### config.mk
export PLATFORM = sky130hd
export DESIGN_NAME = adder_stream_sequencer
export DESIGN_NICKNAME = d
export VERILOG_FILES = /design/src/rtl/adder_stream_sequencer.sv
export SDC_FILE = /design/constraint.sdc
export NUM_CORES = 1
export LEC_CHECK = 0
export CORE_UTILIZATION = 50
export CTS_BUF_LIST = sky130_fd_sc_hd__clkbuf_16
export DETAILED_ROUTE_END_ITERATION = 10
export PLACE_DENSITY_LB_ADDON = 0.12
export SLEW_MARGIN = 40
export SYNTH_ARGS = -nofsm -noshare
export SYNTH_HDL_FRONTEND = slang
export SYNTH_SLANG_ARGS = --single-unit
### constraint.sdc
create_clock -name wb_clk_i -period 3.4 [get_ports wb_clk_i]
set_input_delay 0.51 -clock wb_clk_i [delete_from_list [all_inputs] [get_ports wb_clk_i]]
set_output_delay 0.51 -clock wb_clk_i [all_outputs]
set_load 0.01 [all_outputs]
### src/rtl/adder_stream_sequencer.sv
// adder_stream_sequencer
// Registered front-end and back-end around an external combinational 8-bit
// prefix adder. Operand pairs arrive over a valid/ready stream and wait in a
// small FIFO. The issue stage drives the adder inputs from registers. The
// result stage captures the adder sum one cycle later.
// An accumulate mode replaces operand B with the previous result. Before the
// adder can use that result, it must have been captured, so a dependent op
// waits one bubble cycle behind the op it depends on.
// Optional build macro: ADDER_STREAM_CHECK_EN adds a sticky chk_err output.
// That output flags any captured sum that differs from adder_a + adder_b.
`timescale 1ns/1ps

module adder_stream_sequencer #(
    parameter int WIDTH = 8,
    parameter int DEPTH = 4,
    parameter int CNT_W = 16
) (
    input  logic                     wb_clk_i,
    input  logic                     wb_rst_i,
    input  logic                     in_valid,
    output logic                     in_ready,
    input  logic [WIDTH-1:0]         in_a,
    input  logic [WIDTH-1:0]         in_b,
    input  logic                     in_acc,
    input  logic                     in_clr,
    output logic [WIDTH-1:0]         adder_a,
    output logic [WIDTH-1:0]         adder_b,
    input  logic [WIDTH-1:0]         adder_sum,
    output logic                     out_valid,
    input  logic                     out_ready,
    output logic [WIDTH-1:0]         out_sum,
    output logic [$clog2(DEPTH):0]   fifo_level,
`ifdef ADDER_STREAM_CHECK_EN
    output logic                     chk_err,
`endif
    output logic [CNT_W-1:0]         op_count
);

    localparam int AW = $clog2(DEPTH);
    localparam int LW = AW + 1;

    logic [WIDTH-1:0] mem_a   [DEPTH];
    logic [WIDTH-1:0] mem_b   [DEPTH];
    logic             mem_acc [DEPTH];
    logic             mem_clr [DEPTH];

    logic [AW-1:0]    wr_ptr;
    logic [AW-1:0]    rd_ptr;
    logic             iss_vld;
    logic [WIDTH-1:0] acc;

    logic             fifo_empty;
    logic             fifo_full;
    logic             push;
    logic             pop;
    logic             res_free;
    logic             capture;
    logic             advance;
    logic             hazard;
    logic             load;
    logic [WIDTH-1:0] head_a;
    logic [WIDTH-1:0] head_b;
    logic             head_acc;
    logic             head_clr;
    logic [WIDTH-1:0] next_b;

    // Handshake and pipeline control. A dependent accumulate op is held while the
    // issue stage still owns the op that produces its B operand.
    always_comb begin
        fifo_empty = (fifo_level == '0);
        fifo_full  = (fifo_level == LW'(DEPTH));
        in_ready   = !fifo_full;
        push       = in_valid && !fifo_full;
        head_a     = mem_a[rd_ptr];
        head_b     = mem_b[rd_ptr];
        head_acc   = mem_acc[rd_ptr];
        head_clr   = mem_clr[rd_ptr];
        res_free   = !out_valid || out_ready;
        capture    = iss_vld && res_free;
        advance    = !iss_vld || res_free;
        hazard     = head_acc && iss_vld;
        load       = !fifo_empty && advance && !hazard;
        pop        = load;
        next_b     = head_b;
        if (head_acc) begin
            next_b = head_clr ? '0 : acc;
        end
    end

    // FIFO storage. This array holds data only, so it needs no reset.
    always_ff @(posedge wb_clk_i) begin
        if (push) begin
            mem_a[wr_ptr]   <= in_a;
            mem_b[wr_ptr]   <= in_b;
            mem_acc[wr_ptr] <= in_acc;
            mem_clr[wr_ptr] <= in_clr;
        end
    end

    // FIFO pointers and occupancy. The pointers wrap naturally because DEPTH is a power of two.
    always_ff @(posedge wb_clk_i or posedge wb_rst_i) begin
        if (wb_rst_i) begin
            wr_ptr     <= '0;
            rd_ptr     <= '0;
            fifo_level <= '0;
        end else begin
            if (push) begin
                wr_ptr <= wr_ptr + AW'(1);
            end
            if (pop) begin
                rd_ptr <= rd_ptr + AW'(1);
            end
            case ({push, pop})
                2'b10:   fifo_level <= fifo_level + LW'(1);
                2'b01:   fifo_level <= fifo_level - LW'(1);
                default: fifo_level <= fifo_level;
            endcase
        end
    end

    // Issue stage: these registers drive the adder inputs directly.
    always_ff @(posedge wb_clk_i or posedge wb_rst_i) begin
        if (wb_rst_i) begin
            iss_vld <= 1'b0;
            adder_a <= '0;
            adder_b <= '0;
        end else if (load) begin
            iss_vld <= 1'b1;
            adder_a <= head_a;
            adder_b <= next_b;
        end else if (capture) begin
            iss_vld <= 1'b0;
        end
    end

    // Result stage: this stage captures the adder sum and holds it until downstream takes it.
    always_ff @(posedge wb_clk_i or posedge wb_rst_i) begin
        if (wb_rst_i) begin
            out_valid <= 1'b0;
            out_sum   <= '0;
            acc       <= '0;
        end else if (capture) begin
            out_valid <= 1'b1;
            out_sum   <= adder_sum;
            acc       <= adder_sum;
        end else if (out_ready) begin
            out_valid <= 1'b0;
        end
    end

    // Count delivered results. The counter wraps freely.
    always_ff @(posedge wb_clk_i or posedge wb_rst_i) begin
        if (wb_rst_i) begin
            op_count <= '0;
        end else if (out_valid && out_ready) begin
            op_count <= op_count + CNT_W'(1);
        end
    end

`ifdef ADDER_STREAM_CHECK_EN
    logic [WIDTH-1:0] sum_ref;

    // Reference sum. It is computed from the same registers the adder sees.
    always_comb begin
        sum_ref = adder_a + adder_b;
    end

    // Sticky error flag. It is set if the adder output disagrees with the reference at capture.
    always_ff @(posedge wb_clk_i or posedge wb_rst_i) begin
        if (wb_rst_i) begin
            chk_err <= 1'b0;
        end else if (capture && (adder_sum != sum_ref)) begin
            chk_err <= 1'b1;
        end
    end
`endif

endmodule

==> results.cfg, run 1 <==
[synthesis]
ys_seq_area_share_pct = 70.2
synth.net_count = 315
syn_inst = 278
syn-mean-instance-area_um2 = 17.4
synth_edf_count = 72
async_reset_ff_share_pct = 40.5
synth_area_leaders = edfxtp_1 45%, dfrtp_1 25%, mux4_2 7.9%, mux2_2 4.2%, xnor2_1 2.7%
synth_seq_cells = 121
yosys_warnings = 0
mappedNetlistArea_um2 = 4820
synth_top_area_cell = edfxtp_1
synth_top_area_share_pct = 44.8
synth_top_flop_cell = edfxtp_1
synth_cell_types = 31

[timing]
fin_crit_sh_pct = 81.4
fmax_mhz = 361
tightest_slew_ns = 0.680
hold_viol = 0
maxSlewHeadroom_pct = 54.3
setup-violations-final = 0
tns_ns = 0
fin_skew_ns = 0.0155
hold_ws_ns = 0.471
maxSlewViolCount = 0
finalCriticalPeriod_ns = 2.77
rsz0062_at_grt = no

[worst_hold_path]
hp-start = op_count[15]
hold_path_class = flip-flop to flip-flop
hold_path_depth = 1
min_to = op_count[15]

[clock_network]
clk_latency_ns = 0.41
post-cts-setup-buffers = 0
numCtsBuffers = 17
clk_path_buf_depth = 2
ctsHtreeMaxLevel = 4
cts-hold-fix-buffers = 0
clkTransAtPathRegs_ns = 0.05
cts_tree = built
ctsResizeCount = 0
cts_num_sinks = 121
cts-root-buf = clkbuf_16

[routing]
first_pass_iters = 4
drt.antenna.violating_nets = 0
routed_via_density = 5.14
routedWlPerCell_um = 16.6
via_count = 2628
routed_wirelength_um = 8490
drt_iter0_drc = 120
drc_errors = 0

[power]
p_leak_nw = 2.41
clock_power_share_pct = 27.1
p_int_w = 0.00406
powerDensity_nw_per_um2 = 927
power.total_w = 0.00579
swShare_pct = 30.0
ir_worst_vdd_mv = 0.418
comb_power_share_pct = 34.2
sequentialPowerShare_pct = 38.8
netSwitchingPower_w = 0.00174

[setup_path]
crit_start = rd_ptr[0]
slowest_delay_ns = 0.68
start_kind = flip-flop
cp_data_required_time_ns = 3.72
path_class = flip-flop to flip-flop
rr_startpoint = rd_ptr[0]
rr_endpoint = fifo_level[2]
crit_path_max_fanout = 19
end_kind = flip-flop
ff2ff_setup_slack_ns = 0.63
r2r_cells = 10
path_cells = mux4_2 -> o21ai_4 -> nand2_4 -> inv_1 -> ha_1 -> inv_1 -> fa_1 -> xor2_1 -> nor2_1 -> xor2_1
crit_slowest_cell = mux4_2
critPathArrivalTime_ns = 3.08

[run_status]
status = finished, final reports clean

[die]
die_y_um = 100
dieArea_um2 = 10000
start_util_pct = 52.0
io_pins = 75
rows = 35
core_area_um2 = 9280
die_w_um = 100

[finish]
mostFrequentLayoutCells = 74 x clkdlybuf4s50_1, 72 x edfxtp_1, 49 x dfrtp_1
layout.cells.most_common = clkdlybuf4s50_1
diodes = 0
syn2layout_area_growth_pct = 29.5
fin_cells = 511
nets = 406
final_util_pct = 67.3
layout-drive-gt1-share_pct = 18.3

[grt]
top_usage_layer = met2
grtUsageMet1_pct = 25.1
groute.usage.overall_pct = 18.9
grt_overflow = 0
gr-usage-met3_pct = 5.15
antenna_found_initial = 0
grt_start_max_net_pins = 50
grt_use_met2_pct = 29.4
grt_pass1_vias = 2703
grt_pass1_wl_um = 13700

[place]
dpl.cell_count = 479
dp_hpwl_um = 5300
io_buffers = 74
place_congestion = 0.732

[job]
maxCapViolations = 0
[kinds of logic after synthesis]
group,Yosys count,synth area share (%)
adder cells (fa/ha/maj),7,1.97
XOR/XNOR,21,3.81
AO/OA/AOI/OAI,9,1.37
flip-flops,121,70.2
AND/OR/NAND/NOR,49,5.76
buffers and inverters,24,2.20
multiplexers,47,14.7
[critical path, delay by kind of cell (launching register included)]
| kind | cells | cell delay, ns |
|---|---|---|
| muxes | 1 | 0.68 |
| adders and majority gates | 2 | 0.56 |
| DFF | 1 | 0.36 |
| and+or+nand+nor | 2 | 0.33 |
| xor gates and xnor gates | 2 | 0.33 |
| AOI/OAI and AO/OA | 1 | 0.24 |
| buffers and inverters | 2 | 0.17 |
[per-stage QoR]
step	worst slack (ns)	area [µm²]
floorplan	0.898	4820
global placement	0.659	5730
detailed placement	0.565	5730
CTS	0.615	6250
global route	0.451	6250
finish	0.633	6250
[Yosys cell counts, drive strengths merged (6+ instances only)]
library cell / n
inv: 16
a31oi: 8
nor2b: 9
and3: 6
mux4: 17
edfxtp: 72
mux2i: 11
mux2: 19
nand2: 8
nand3: 9
ha: 6
xor2: 6
xnor2: 15
buf: 6
dfrtp: 49
[sequential cells by signal, indices dropped and copies added, names as in the netlist, 2 cells and up]
signal,flops
adder_a,8
mem_b,32
op_count,16
mem_clr,4
adder_b,8
acc,8
fifo_level,3
mem_a,32
mem_acc,4
rd_ptr,2
wr_ptr,2
[how the worst max path moves through the flow]
stage	end	cells past startpoint	slack (ns)
final	fifo_level[2]	10	0.63
after floorplan	fifo_level[2]	11	0.90
after CTS	fifo_level[2]	10	0.61
after detailed placement	fifo_level[2]	11	0.57
after global placement	fifo_level[2]	11	0.66
after global routing	fifo_level[2]	10	0.45
[cell type report]
| class | count | area [µm²] |
|---|---|---|
| Sequential cell | 121 | 3390 |
| Clock inverter | 15 | 96.3 |
| Inverter | 16 | 62.6 |
| Timing Repair Buffer | 80 | 786 |
| Tap cell | 129 | 161 |
| Fill cell | 654 | 3030 |
| Multi-Input combinational cell | 133 | 1330 |
| Clock buffer | 17 | 425 |
[per-layer routing]
metal	up-vias	part of all wire, %
met3	11	4.7
met5	-	0
met1	1320	45
met4	0	1.3
met2	72	49
li1	1225	-
[power groups by stage]
stage / clock network (W) / logic [W] / registers (W)
2_1_floorplan: 0 / 0.00120 / 0.00231
3_5_place_dp: 0 / 0.00200 / 0.00227
6_report: 0.00157 / 0.00198 / 0.00225
5_1_grt: 0.00168 / 0.00217 / 0.00229
4_1_cts: 0.00160 / 0.00202 / 0.00225
3_3_place_gp: 0 / 0.00196 / 0.00225
(Power assumes the default switching activity.)
==> inputs of run 2 (changes only) <==
- clock period: 3.4 -> 2.8 ns (I/O delays scaled with it)
==> results.cfg, run 2 (same netlist as run 1, synthesis figures left out) <==
[grt]
grt_start_max_net_pins = 24
groute.usage.overall_pct = 19.8
antenna_found_initial = 0
grt_overflow = 0
grt_pass1_vias = 2831
grt_pass1_wl_um = 14600

[timing]
tns_ns = 0
finalCriticalPeriod_ns = 2.45
maxSlewViolCount = 0
maxSlewHeadroom_pct = 56.2
hold_viol = 0
tightest_slew_ns = 0.650
fin_skew_ns = 0.0124
fmax_mhz = 408
fin_crit_sh_pct = 87.5
rsz0062_at_grt = no
setup-violations-final = 0

[die]
core_area_um2 = 9280
start_util_pct = 52.0
rows = 35
dieArea_um2 = 10000
die_w_um = 100
io_pins = 75
die_y_um = 100

[routing]
routed_wirelength_um = 8990
drc_errors = 0
drt_iter0_drc = 110
routedWlPerCell_um = 17.5
routed_via_density = 5.11
first_pass_iters = 4
drt.antenna.violating_nets = 0
via_count = 2634

[place]
place_congestion = 0.708
io_buffers = 74
dp_hpwl_um = 5550
postPlaceCellArea_um2 = 5760

[setup_path]
path_class = flip-flop to flip-flop
rr_endpoint = fifo_level[2]
critPathArrivalTime_ns = 2.77
crit_slowest_cell = mux4_2
cp_data_required_time_ns = 3.12
slowest_delay_ns = 0.56
r2r_cells = 10
rr_startpoint = rd_ptr[0]
start_kind = flip-flop
path_cells = mux4_2 -> o21ai_4 -> nand2_4 -> inv_1 -> ha_1 -> inv_1 -> fa_1 -> xor2_1 -> nor2_1 -> xor2_1
end_kind = flip-flop
crit_path_max_fanout = 2
ff2ff_setup_slack_ns = 0.35

[power]
ir_worst_vdd_mv = 0.777
swShare_pct = 29.4
sequentialPowerShare_pct = 36.0
comb_power_share_pct = 32.7
powerDensity_nw_per_um2 = 1180
clock_power_share_pct = 31.3
p_int_w = 0.00535
netSwitchingPower_w = 0.00223
p_leak_nw = 2.48

[worst_hold_path]
hold_path_class = input port to async pin

[clock_network]
clkTransAtPathRegs_ns = 0.06
ctsResizeCount = 0
cts_num_sinks = 121
cts_tree = built
numCtsBuffers = 17
clk_latency_ns = 0.40
ctsHtreeMaxLevel = 4
cts-hold-fix-buffers = 0
post-cts-setup-buffers = 0
cts-root-buf = clkbuf_16
clk_path_buf_depth = 2

[finish]
diodes = 0
layout.cells.most_common = clkdlybuf4s50_1
nets = 410
syn2layout_area_growth_pct = 32.7
mostFrequentLayoutCells = 74 x clkdlybuf4s50_1, 72 x edfxtp_1, 49 x dfrtp_1
ff_latch_area_um2 = 3390
reg.largest.list = mem_a: 32 flops, mem_b: 32 flops, op_count: 16 flops
fin_area_um2 = 6400
fillers = 654
multiInputGateArea_um2 = 1330
layout-drive-gt1-share_pct = 20.5

[job]
maxCapViolations = 0

[run_status]
status = finished, final reports clean
[run 2: changes by cell type in the layout (fill, tap and decap cells not counted)]
cell,change
buf_4,+4
bufinv_16,+4
clkinv_1,-2
clkinv_2,-4
clkinv_4,+3
clkinvlp_4,-1
inv_1,-3
inv_2,+1
inv_4,-1
inv_6,+3
[run 2: worst max-delay path by stage]
stage,start,endpoint,depth (start not counted)
finish,rd_ptr[0],fifo_level[2],10
global route,rd_ptr[0],fifo_level[2],10
CTS,rd_ptr[0],fifo_level[2],10
detailed placement,out_ready,fifo_level[2],11
global placement,out_ready,fifo_level[2],11
floorplan,rd_ptr[0],fifo_level[2],11
[run 2: cell type report]
cell class | instances | area share, %
inverter | 16 | 0.938
multi-input combinational | 133 | 20.8
timing repair buffer | 84 | 12.7
sequential | 121 | 52.9
clock buffer | 17 | 6.64
clock inverter | 15 | 3.48
tap | 129 | 2.52
[run 2: worst max-delay path, delay by kind of cell, from the launching register on]
kind / cells / cell delay, ns
adders and majority gates: 2 / 0.57
muxes: 1 / 0.56
DFF: 1 / 0.37
xor gates and xnor gates: 2 / 0.33
and+or+nand+nor: 2 / 0.22
AOI/OAI and AO/OA: 1 / 0.21
buffers and inverters: 2 / 0.13
[run 2: stage by stage]
stage          total power (W)  util [%]  setup slack, ns  hold slack (ns)  std cells
2_1_floorplan          0.00426         -            0.298            0.507        278
3_3_place_gp           0.00516      62.0            0.354            0.463        483
3_5_place_dp           0.00523      62.0            0.298            0.478        483
4_1_cts                0.00765      69.0            0.370            0.292        515
5_1_grt                0.00796      69.0            0.223            0.293        515
6_report               0.00758      69.0            0.350            0.285        515
[run 2: power by group through the flow]
stage | Clock (W) | Sequential, W | Combinational [W]
2_1_floorplan | 0 | 0.00281 | 0.00146
3_3_place_gp | 0 | 0.00274 | 0.00242
3_5_place_dp | 0 | 0.00275 | 0.00248
4_1_cts | 0.00241 | 0.00273 | 0.00251
5_1_grt | 0.00249 | 0.00278 | 0.00269
6_report | 0.00237 | 0.00273 | 0.00248
[run 2: layer usage]
metal | wire (µm) | track usage [%]
met1 | 4010 | 25.5
met4 | 82 | 4.91
met2 | 4520 | 32.9
met3 | 378 | 6.48
met5 | 0 | 0
==> inputs of run 3 (changes only) <==
- ABC_AREA: not set -> 1
- clock period: 2.8 -> 2.9 ns (I/O delays scaled with it)
==> results.cfg, run 3 <==
[synthesis]
synth.net_count = 525
syn_inst = 488
async_reset_ff_share_pct = 40.5
synth_top_area_share_pct = 41.9
synth_edf_count = 72
yosys_warnings = 0
synth_top_area_cell = edfxtp_1
synthMostInstantiatedCell = nand2_1
synth_seq_cells = 121
synth_area_leaders = edfxtp_1 42%, dfrtp_1 24%, nand2_1 13%, nand3_1 3.3%, nor2_1 2.5%
yosys-top-cells-count = 174 x nand2_1, 72 x edfxtp_1, 49 x dfrtp_1, 34 x nand3_1, 34 x nor2_1
synth_top_flop_cell = edfxtp_1
syn-mean-instance-area_um2 = 10.6
synth_cell_types = 28
mappedNetlistArea_um2 = 5160
ys_seq_area_share_pct = 65.7

[grt]
grt_pass1_vias = 3611
grt_overflow = 0
antenna_found_initial = 0
grt_start_max_net_pins = 28
groute.usage.overall_pct = 21.9
grt_pass1_wl_um = 17900

[timing]
tightest_slew_ns = 0.602
setup-violations-final = 0
fin_crit_sh_pct = 85.5
finalCriticalPeriod_ns = 2.48
hold_viol = 0
maxSlewViolCount = 0
fin_skew_ns = 0.00652
tns_ns = 0
maxSlewHeadroom_pct = 59.8
rsz0062_at_grt = no
fmax_mhz = 403

[setup_path]
start_kind = flip-flop
crit_path_end = fifo_level[2]
critPathArrivalTime_ns = 2.77
rr_endpoint = fifo_level[2]
end_kind = flip-flop
path_class = flip-flop to flip-flop
crit_path_max_fanout = 19
r2r_cells = 12
crit_start = rd_ptr[0]
cp_data_required_time_ns = 3.19
ff2ff_setup_slack_ns = 0.42
rr_startpoint = rd_ptr[0]

[routing]
routedWlPerCell_um = 14.4
routed_via_density = 4.99
drt.antenna.violating_nets = 0
via_count = 3622
routed_wirelength_um = 10400
drc_errors = 0
first_pass_iters = 7
drt_iter0_drc = 251

[worst_hold_path]
hold_path_class = input port to async pin

[die]
die_y_um = 104
io_pins = 75
start_util_pct = 52.3
dieArea_um2 = 10700
core_area_um2 = 9860
rows = 36
die_w_um = 104

[power]
p_leak_nw = 2.90
power.total_w = 0.00733
ir_worst_vdd_mv = 0.505
powerDensity_nw_per_um2 = 1100

[clock_network]
numCtsBuffers = 17
ctsHtreeMaxLevel = 4
cts_num_sinks = 121
cts-hold-fix-buffers = 0
clk_path_buf_depth = 2
cts-root-buf = clkbuf_16
clkTransAtPathRegs_ns = 0.05
clk_latency_ns = 0.41
ctsResizeCount = 0
cts_tree = built
post-cts-setup-buffers = 0

[finish]
layout.cells.most_common = nand2_1
mostFrequentLayoutCells = 174 x nand2_1, 74 x clkdlybuf4s50_1, 72 x edfxtp_1
diodes = 0
syn2layout_area_growth_pct = 28.8
fillers = 739
nets = 617
final_util_pct = 67.4
fin_cells = 726
layout-drive-gt1-share_pct = 10.8
reg.largest.list = mem_a: 32 flops, mem_b: 32 flops, op_count: 16 flops

[place]
dpl.cell_count = 694
place_congestion = 0.815
io_buffers = 74
dp_hpwl_um = 6950

[job]
maxCapViolations = 0

[run_status]
status = finished, final reports clean
-- run 3: how the worst min path moves through the flow --
stage / cells after the start / slack, ns / endpoint
2_1_floorplan: 2 / 0.51 / adder_a[0]
3_3_place_gp: 2 / 0.46 / adder_a[3]
3_5_place_dp: 2 / 0.47 / adder_a[7]
4_1_cts: 2 / 0.45 / op_count[5]
5_1_grt: 2 / 0.48 / adder_b[5]
6_report: 2 / 0.42 / op_count[5]
-- run 3: logic make-up after synthesis --
logic type | count (synthesis) | synth area share [%]
AO/OA/AOI/OAI | 28 | 2.91
XOR/XNOR | 17 | 2.89
adder cells (fa/ha/maj) | 7 | 1.84
buffers and inverters | 48 | 4.42
flip-flops | 121 | 65.7
AND/OR/NAND/NOR | 267 | 22.2
-- run 3: worst max-delay path, stage by stage, from the launching register on --
cell     delay (ns)
dfrtp_1        0.56
inv_2          0.16
nand2_2        0.11
nand3_2        0.08
nand2_4        0.13
nand3_4        0.15
nand2_8        0.17
ha_1           0.16
inv_1          0.06
fa_1           0.37
a21oi_1        0.14
o21ai_0        0.10
xor2_1         0.15
-- run 3: layer usage --
layer | routed length [µm] | up-vias | track usage (%)
met5 | 0 | - | 0
met4 | 164 | 0 | 10.6
met3 | 607 | 18 | 5.29
met2 | 5090 | 112 | 35.1
met1 | 4570 | 1707 | 27.9
li1 | - | 1785 | -
-- run 3: final cells by class --
cell class              count  area (µm²)  share of cell area, %
repair buffers             86         831                   12.5
multi-input cells         319        1540                   23.2
inverters                  35         131                   1.98
well taps                 133         166                   2.50
flip-flops and latches    121        3390                   51.0
clock inverters            15         160                   2.41
clock buffers              17         425                   6.40
-- run 3: power breakdown --
part | internal [W] | switching [W] | leakage [nW]
Clock | 0.00133 | 0.000729 | 0.281
Combinational | 0.00107 | 0.00158 | 1.35
Sequential | 0.00233 | 0.000287 | 1.26
-- run 3: stage by stage --
stage / instance area (µm²) / setup WS, ns / hold WS [ns]
after floorplan: 5160 / 0.711 / 0.506
after global placement: 6060 / 0.320 / 0.458
after detailed placement: 6060 / 0.292 / 0.467
after CTS: 6640 / 0.399 / 0.446
after global routing: 6640 / 0.184 / 0.477
final: 6640 / 0.421 / 0.422
==> RTL change: new RTL, settings of run 1 <==
The option `ADDER_STREAM_CHECK_EN` is turned on by a define.
--- a/src/rtl/adder_stream_sequencer.sv
+++ b/src/rtl/adder_stream_sequencer.sv
@@ -11,2 +11,4 @@
 `timescale 1ns/1ps
+
+`define ADDER_STREAM_CHECK_EN
 
Check against the original RTL (old outputs only; new: chk_err): equivalent (Yosys induction, for registers that start in step).
==> RTL change against run 1 <==
  * Via count increased by 14%
  * Cell area increased by 7.4%
  * Sequential cell count increased by 1
  * Final cell count increased by 8.8%
  * Clock power increased by 22%
  * Clock skew decreased by 0.0076 ns
  * Sequential share of layout area decreased by 3.4 points
  * Total power increased by 15%
  * Routed wire length increased by 17%
  * Largest cell class unchanged
  * Area after synthesis increased by 7.0%
  * First-iteration DRC count increased by 5.0%
  * Worst setup slack improved by 0.44 ns
==> RTL change: results (changes against run 1) <==
- Status: completed (unchanged)
- Synth top cells by count: edfxtp_1 (72), dfrtp_1 (50), xnor2_1 (25) (was edfxtp_1 (72), dfrtp_1 (49), mux2_2 (18))
- Cells after Synth: 318 (was 278)
- Crit-path max FO: 3 (was 19)
- DP Area: 6078 um2 (was 5728 um2)
- Hold EP: op_count[4]$_DFFE_PP0P_ (was op_count[15]$_DFFE_PP0P_)
- Ys async rst share: 0.4098 (was 0.4050)
- Worst reg2reg endpoint: chk_err$_DFFE_PP0P_ (was fifo_level[2]$_DFFE_PP0P_)
- Synth Area in XOR/XNOR: 0.06109 (was 0.03812)
- Vias in the first global route: 3096 (was 2703)
- Final nets: 456 (was 406)
- Largest net degree at the start of global routing: 51 (was 50)
- Netlist Area Pre-Place: 5161 um2 (was 4825 um2)
- Sequential fraction of the synthesis area: 0.6613 (was 0.7023)
- Vias per inst: 5.367 (was 5.143)
- Yosys cell types: 39 (was 31)
- DP Cell Count: 525 (was 479)
- Fill cells: 690 (was 654)
- Synth Area in Compound Gates: 0.04218 (was 0.01374)
- Seq area share: 0.5084 (was 0.5421)
- Synth area leaders: edfxtp_1 (42%), dfrtp_1 (24%), mux4_2 (7.9%), xnor2_1 (4.2%), mux2_2 (3.7%) (was edfxtp_1 (45%), dfrtp_1 (25%), mux4_2 (7.9%), mux2_2 (4.2%), xnor2_1 (2.7%))
- Number of DRC violations after detailed-routing iteration 0: 126 (was 120)
- M1 WL: 4.491 mm (was 3.837 mm)
- Share of layout cells above drive strength 1: 0.1820 (was 0.1832)
- First-pass GRT wire length: 16.39 mm (was 13.69 mm)
- Max incr delay on CP: 0.51 ns (was 0.68 ns)
- Synth Area in Adders: 0.03927 (was 0.01971)
- Layout clock area frac: 0.09467 (was 0.08348)
- GR Layer Usage met3: 0.04909 (was 0.05153)
- Post-Synthesis Net Count: 363 (was 315)
- Mux share of post-synthesis cell area: 0.1244 (was 0.1465)
- Sequential cells: 122 (was 121)
- Met1 GRT Util: 0.2675 (was 0.2511)
- Met2 routed WL: 4.951 mm (was 4.141 mm)
- Wire length per cell: 17.91 um (was 16.61 um)
- Critical path arrival: 2.58 ns (was 3.08 ns)
- Setup slack, reg-to-reg: 1.07 ns (was 0.63 ns)
- Inverters: 10 (was 16)
- Clock Skew: 0.007956 ns (was 0.01552 ns)
- DR WL met3: 436 um (was 398 um)
- Finished Cell Area: 6714 um2 (was 6250 um2)
- Static Leak: 2.583 nW (was 2.411 nW)
- IR drop worst, VDD: 0.0005145 V (was 0.0004184 V)
- Multi-input gate area: 1655 um2 (was 1330 um2)
[RTL change: cell count changes after synthesis, sizes merged, moves of 3 or more]
cell   before  now
nor2b       9    1
xor2        6   11
nand2       8   17
a22oi       0    8
a21oi       0    7
ha          6   13
inv        16   10
a21o        0    3
a31oi       8    0
xnor2      15   25
mux2i      11    3
o21ai       1   12
nor3        0    3
[RTL change: kinds of logic (layout without fill, tap and decap cells)]
family          count (synthesis)  in the layout
buf+inv                        18            123
simple gates                   53             53
flops                         122            122
mux                            39             39
compound gates                 35             35
xor+xnor                       36             36
fa+ha+maj                      15             15
[RTL change: critical path, delay by kind of cell (launching register included)]
kind	cells	cell delay (ns)
simple gates	2	0.67
compound gates	1	0.15
flops	1	0.40
fa+ha+maj	2	0.67
xor+xnor	2	0.29
[RTL change: how the worst max path moves through the flow]
| stage | slack [ns] | endpoint | depth (start not counted) |
|---|---|---|---|
| 2_1_floorplan | 0.92 | fifo_level[2]$_DFFE_PP0P_ | 12 |
| 3_3_place_gp | 0.95 | fifo_level[2]$_DFFE_PP0P_ | 11 |
| 3_5_place_dp | 0.91 | fifo_level[2]$_DFFE_PP0P_ | 11 |
| 4_1_cts | 1.07 | chk_err$_DFFE_PP0P_ | 7 |
| 5_1_grt | 0.89 | chk_err$_DFFE_PP0P_ | 7 |
| 6_report | 1.07 | chk_err$_DFFE_PP0P_ | 7 |
[RTL change: where the power goes]
| group | total (mW) | switching, mW | internal [mW] | leakage (nW) |
|---|---|---|---|---|
| Combinational | 2.43 | 1.16 | 1.27 | 1.00 |
| Clock | 1.92 | 0.676 | 1.24 | 0.311 |
| Sequential | 2.29 | 0.285 | 2.01 | 1.27 |
